[src/rtl/mem_responder.sv]
// Single-port word memory behind a request/ready handshake with a fixed
// number of wait states per access and an out-of-range error flag.
//
// Handshake: the requester raises req with we/addr/wdata/be; the request is
// accepted on the rising edge where the FSM is in IDLE and req=1, and all
// fields are captured there. Exactly WAIT_CYCLES+1 clocks later ready pulses
// for one cycle with rdata/err valid; rdata and err are 0 at all other times.
// busy covers the accepting IDLE cycle through the ready cycle, so a requester
// holding req across back-to-back accesses sees busy stay high.
module mem_responder #(
  parameter int DEPTH       = 64,
  parameter int WAIT_CYCLES = 2
) (
  input  logic        clk,
  input  logic        rst_n,
  input  logic        req,
  input  logic        we,
  input  logic [7:0]  addr,
  input  logic [31:0] wdata,
  input  logic [3:0]  be,
  output logic [31:0] rdata,
  output logic        ready,
  output logic        busy,
  output logic        err,
  output logic [1:0]  dbg_state
);

  localparam int          AW      = (DEPTH > 1) ? $clog2(DEPTH) : 1;
  localparam logic [8:0]  DEPTH_L = 9'(DEPTH);
  localparam logic [3:0]  WAIT_LD = 4'(WAIT_CYCLES);

  typedef enum logic [1:0] {
    IDLE = 2'd0,
    WAIT = 2'd1,
    RESP = 2'd2
  } state_e;

  state_e      state_q, state_d;
  logic [3:0]  cnt_q, cnt_d;
  logic        we_q, we_d;
  logic [7:0]  addr_q, addr_d;
  logic [31:0] wdata_q, wdata_d;
  logic [3:0]  be_q, be_d;
  logic [31:0] rdata_q, rdata_d;
  logic        err_q, err_d;

  // Fields used by the access on the RESP-entry edge. With zero wait states
  // that edge is also the accepting edge, so the live inputs are the values
  // being sampled; otherwise only the captured copies are used.
  logic        acc_we;
  logic [7:0]  acc_addr;
  logic [31:0] acc_wdata;
  logic [3:0]  acc_be;
  logic [AW-1:0] acc_idx;
  logic        mem_wr;

  logic [31:0] mem [DEPTH];

  // Next-state, capture and access decode
  always_comb begin
    state_d   = state_q;
    cnt_d     = cnt_q;
    we_d      = we_q;
    addr_d    = addr_q;
    wdata_d   = wdata_q;
    be_d      = be_q;
    rdata_d   = 32'h0;
    err_d     = 1'b0;
    mem_wr    = 1'b0;
    acc_we    = we_q;
    acc_addr  = addr_q;
    acc_wdata = wdata_q;
    acc_be    = be_q;

    case (state_q)
      IDLE: begin
        if (req) begin
          we_d    = we;
          addr_d  = addr;
          wdata_d = wdata;
          be_d    = be;
          cnt_d   = WAIT_LD;
          if (WAIT_CYCLES == 0) begin
            state_d   = RESP;
            acc_we    = we;
            acc_addr  = addr;
            acc_wdata = wdata;
            acc_be    = be;
          end else begin
            state_d = WAIT;
          end
        end
      end
      WAIT: begin
        cnt_d = cnt_q - 4'd1;
        if (cnt_q == 4'd1) state_d = RESP;
      end
      RESP:    state_d = IDLE;
      default: state_d = IDLE;
    endcase

    acc_idx = acc_addr[AW-1:0];

    // RESP always exits to IDLE, so state_d==RESP marks the entry edge only
    if (state_d == RESP) begin
      if ({1'b0, acc_addr} >= DEPTH_L) begin
        err_d = 1'b1;
      end else if (acc_we) begin
        mem_wr = 1'b1;
      end else begin
        rdata_d = mem[acc_idx];
      end
    end
  end

  // Control and response registers; reset abandons any transaction
  always_ff @(posedge clk or negedge rst_n) begin
    if (!rst_n) begin
      state_q <= IDLE;
      cnt_q   <= 4'h0;
      we_q    <= 1'b0;
      addr_q  <= 8'h0;
      wdata_q <= 32'h0;
      be_q    <= 4'h0;
      rdata_q <= 32'h0;
      err_q   <= 1'b0;
    end else begin
      state_q <= state_d;
      cnt_q   <= cnt_d;
      we_q    <= we_d;
      addr_q  <= addr_d;
      wdata_q <= wdata_d;
      be_q    <= be_d;
      rdata_q <= rdata_d;
      err_q   <= err_d;
    end
  end

  // Storage array: byte-masked write on the RESP-entry edge, not reset
  always_ff @(posedge clk) begin
    if (mem_wr) begin
      for (int i = 0; i < 4; i++) begin
        if (acc_be[i]) mem[acc_idx][8*i +: 8] <= acc_wdata[8*i +: 8];
      end
    end
  end

  assign ready     = (state_q == RESP);
  assign busy      = (state_q != IDLE) || req;
  assign rdata     = rdata_q;
  assign err       = err_q;
  assign dbg_state = state_q;

endmodule

[config.mk]
export PLATFORM = sky130hd
export DESIGN_NAME = mem_responder
export DESIGN_NICKNAME = d
export VERILOG_FILES = /design/src/rtl/mem_responder.sv
export SDC_FILE = /design/constraint.sdc
export NUM_CORES = 2
export LEC_CHECK = 0
export CAP_MARGIN = 15
export CORE_MARGIN = 8
export CORE_UTILIZATION = 50
export DETAILED_ROUTE_END_ITERATION = 6
export GPL_TIMING_DRIVEN = 0
export PLACE_DENSITY = 0.72
export SYNTH_ARGS = -nofsm -noshare
export SYNTH_HDL_FRONTEND = slang
export SYNTH_SLANG_ARGS = --single-unit
[constraint.sdc]
create_clock -name clk -period 5.7 [get_ports clk]
set_input_delay 0.57 -clock clk [delete_from_list [all_inputs] [get_ports clk]]
set_output_delay 0.57 -clock clk [all_outputs]
set_load 0.01 [all_outputs]
==> impl_metrics.ini <==
[setup_path]
crit_required_ns = 6.33
worstPathArrival_ns = 4.93
endpoint_kind = flop
path_max_fanout = 10
start_kind = flop
critPathLaunch = acc_addr[1]
r2r_end = rdata[22]
r2r-start = acc_addr[1]
rrSetupSlack_ns = 1.39
rr_worst_depth = 8
path_class = flop to flop

[route]
first_pass_iters = 6
wl_met1_um = 85000
top_layer = met5
wl_met3_um = 34700
drc = 0
drt-initial-drc-count = 7858
routed_wl_um = 242000
viasPerCell = 6.67
wl_met2_um = 107000
antenna_left = 0
vias = 45900
wl_per_cell_um = 35.2

[place]
dp_hpwl_um = 166000
place_congestion = 1.02
port_buffers = 84

[pwr]
peakVddDrop_mv = 0.502
powerDensity_nw_per_um2 = 530
p_leak_nw = 28.9

[run]
maxCapViolations = 0

[floorplanning]
fp-row-count = 147
core-area_sq_um = 161000
chipWidth_um = 418
start_util = 0.504
die_area_sq_um = 175000
ioPinCount = 85
fp.dieH_um = 418

[cells_and_area]
layout_common_cells = edfxtp_1, nor2_1, mux4_2
final_core_util = 0.572
layout_commonest_cell = edfxtp_1
drive_above_1_share = 0.171
final_nets = 4577
synthToLayoutAreaGrowth_pct = 13.4

[clocking]
cts_tree = built
cts_made_buffers = 199
clock_latency_ns = 0.86
htreeDepth = 4
cts_buffer_depth = 3
clkSlewWorstSetupHoldPaths_ns = 0.06
cts_resized = 0
postCtsSetupBuffers = 0
clk_root_buffer_cell = clkbuf_16
hold_buffers = 1
cts_sinks = 2132

[grt]
first_global_vias = 44000
grt_start_max_net_pins = 66
grt_first_pass_wirelength_um = 332000
grt.overflow.total = 0
globalRouteTotalUtil = 0.271
antenna_found_initial = 9

[yosys]
synth_seq_area_share = 0.785
synth.net_count = 4253
synth-seq-cells = 2132
synth_cell_types = 48
syn_area_per_cell_sq_um = 19.3
syn_inst = 4203
yosys.area.top_type_share = 0.759
synth_top_area_cell = edfxtp_1
synthTopCellsByArea = edfxtp_1, mux4_2, a221oi_1
yosys_warnings = 0
syn_area_sq_um = 81000

[timing]
hold_viol_final = 0
fin_skew_ns = 0.0395
finalMaxSlewViolations = 0
fin_crit_sh = 0.755
rsz0062_at_grt = false
clock.fmax_ghz = 0.232
tns_ns = 0
fin_crit_ns = 4.31
worst_pin_slew_ns = 1.28
slew_headroom = 0.145
finalSetupViolations = 0

[hold_path]
hp-class = input port to async pin

[run_status]
status = completed
-- area by class of cell --
class | count | area, sq um
diodes | 12 | 30.0
plain buffers | 291 | 1440
clock buffers | 254 | 5340
clock inverters | 121 | 1150
fillers | 11700 | 68900
inverters | 4 | 17.5
multi-input cells | 1776 | 15900
flip-flops and latches | 2132 | 63700
well taps | 2160 | 2700
repair buffers | 123 | 1620
-- metal layers --
| metal | global-route usage | vias up |
|---|---|---|
| met4 | 0.136 | 2 |
| met3 | 0.0907 | 613 |
| met5 | 0 | - |
| li1 | - | 18100 |
| met2 | 0.402 | 3674 |
| met1 | 0.359 | 23500 |
-- flip-flops by register name (all words and copies together), names as in the netlist --
register,count
mem,2048
acc_wdata,32
rdata,32
acc_addr,8
acc_be,4
cnt_q,4
dbg_state,2
acc_we,1
err,1
-- critical path: stages, from the launching register on --
cell,delay [ns]
dfrtp_1,0.53
buf_4,0.29
buf_2,0.42
buf_2,0.60
mux4_2,0.42
mux2i_1,0.37
o22ai_1,0.22
nor2_1,0.80
a31oi_1,0.40
-- cells by family (layout without fill, tap and decap cells) --
| logic type | count (synthesis) | count (layout) | share of synthesized area |
|---|---|---|---|
| AOI/OAI and AO/OA | 741 | 741 | 0.0695 |
| adders and majority gates | 2 | 2 | 0.000309 |
| buffers and inverters | 295 | 793 | 0.0180 |
| DFF | 2132 | 2132 | 0.785 |
| muxes | 433 | 433 | 0.0970 |
| other | 0 | 12 | 0 |
| and+or+nand+nor | 600 | 600 | 0.0299 |
-- power by group --
group | switching, W | leakage, nW | internal [W]
sequential | 0.00135 | 19.6 | 0.0194
clock | 0.00580 | 3.18 | 0.00753
combinational | 0.0101 | 6.06 | 0.00452
total | 0.0173 | 28.9 | 0.0315
-- stage by stage --
stage	area [sq um]	hold WS (ns)	cells	total power, W	worst slack [ns]
after CTS	91700	0.138	6855	0.0480	1.17
after detailed placement	85200	0.478	6479	0.0350	1.20
after floorplan	81000	0.274	4203	0.0279	3.32
after global routing	91900	0.169	6862	0.0495	1.43
after global placement	84500	0.468	6447	0.0344	0.677
final	91900	0.160	6873	0.0487	1.39
-- Yosys cell counts, drive strengths merged --
cell / count
edfxtp: 2048
nor2: 319
mux4: 281
a221oi: 257
nand2: 236
a22oi: 206
buf: 154
mux2i: 144
clkbuf: 137
o22ai: 96
dfrtp: 84
o211ai: 59
a21oi: 41
a31oi: 31
a311oi: 27
o21ai: 14
mux2: 8
nor3b: 6
and3b: 5
nor2b: 5
and2: 4
inv: 4
nand3: 4
nand3b: 4
and3: 3
nand2b: 3
or2: 3
a222oi: 2
a41oi: 2
ha: 2
nor3: 2
nor4: 2
o21bai: 2
or3: 2
or3b: 2
a2111oi: 1
a211oi: 1
o221ai: 1
o2bb2ai: 1
-- worst max path at each step --
| stage | end | depth (start not counted) |
|---|---|---|
| after floorplan | mem[10][0] | 9 |
| after global placement | rdata[10] | 1 |
| after detailed placement | mem[63][16] | 9 |
| after CTS | mem[63][20] | 9 |
| after global routing | mem[48][9] | 10 |
| final | rdata[22] | 8 |
Note: power is estimated with default switching activity, not from simulation.
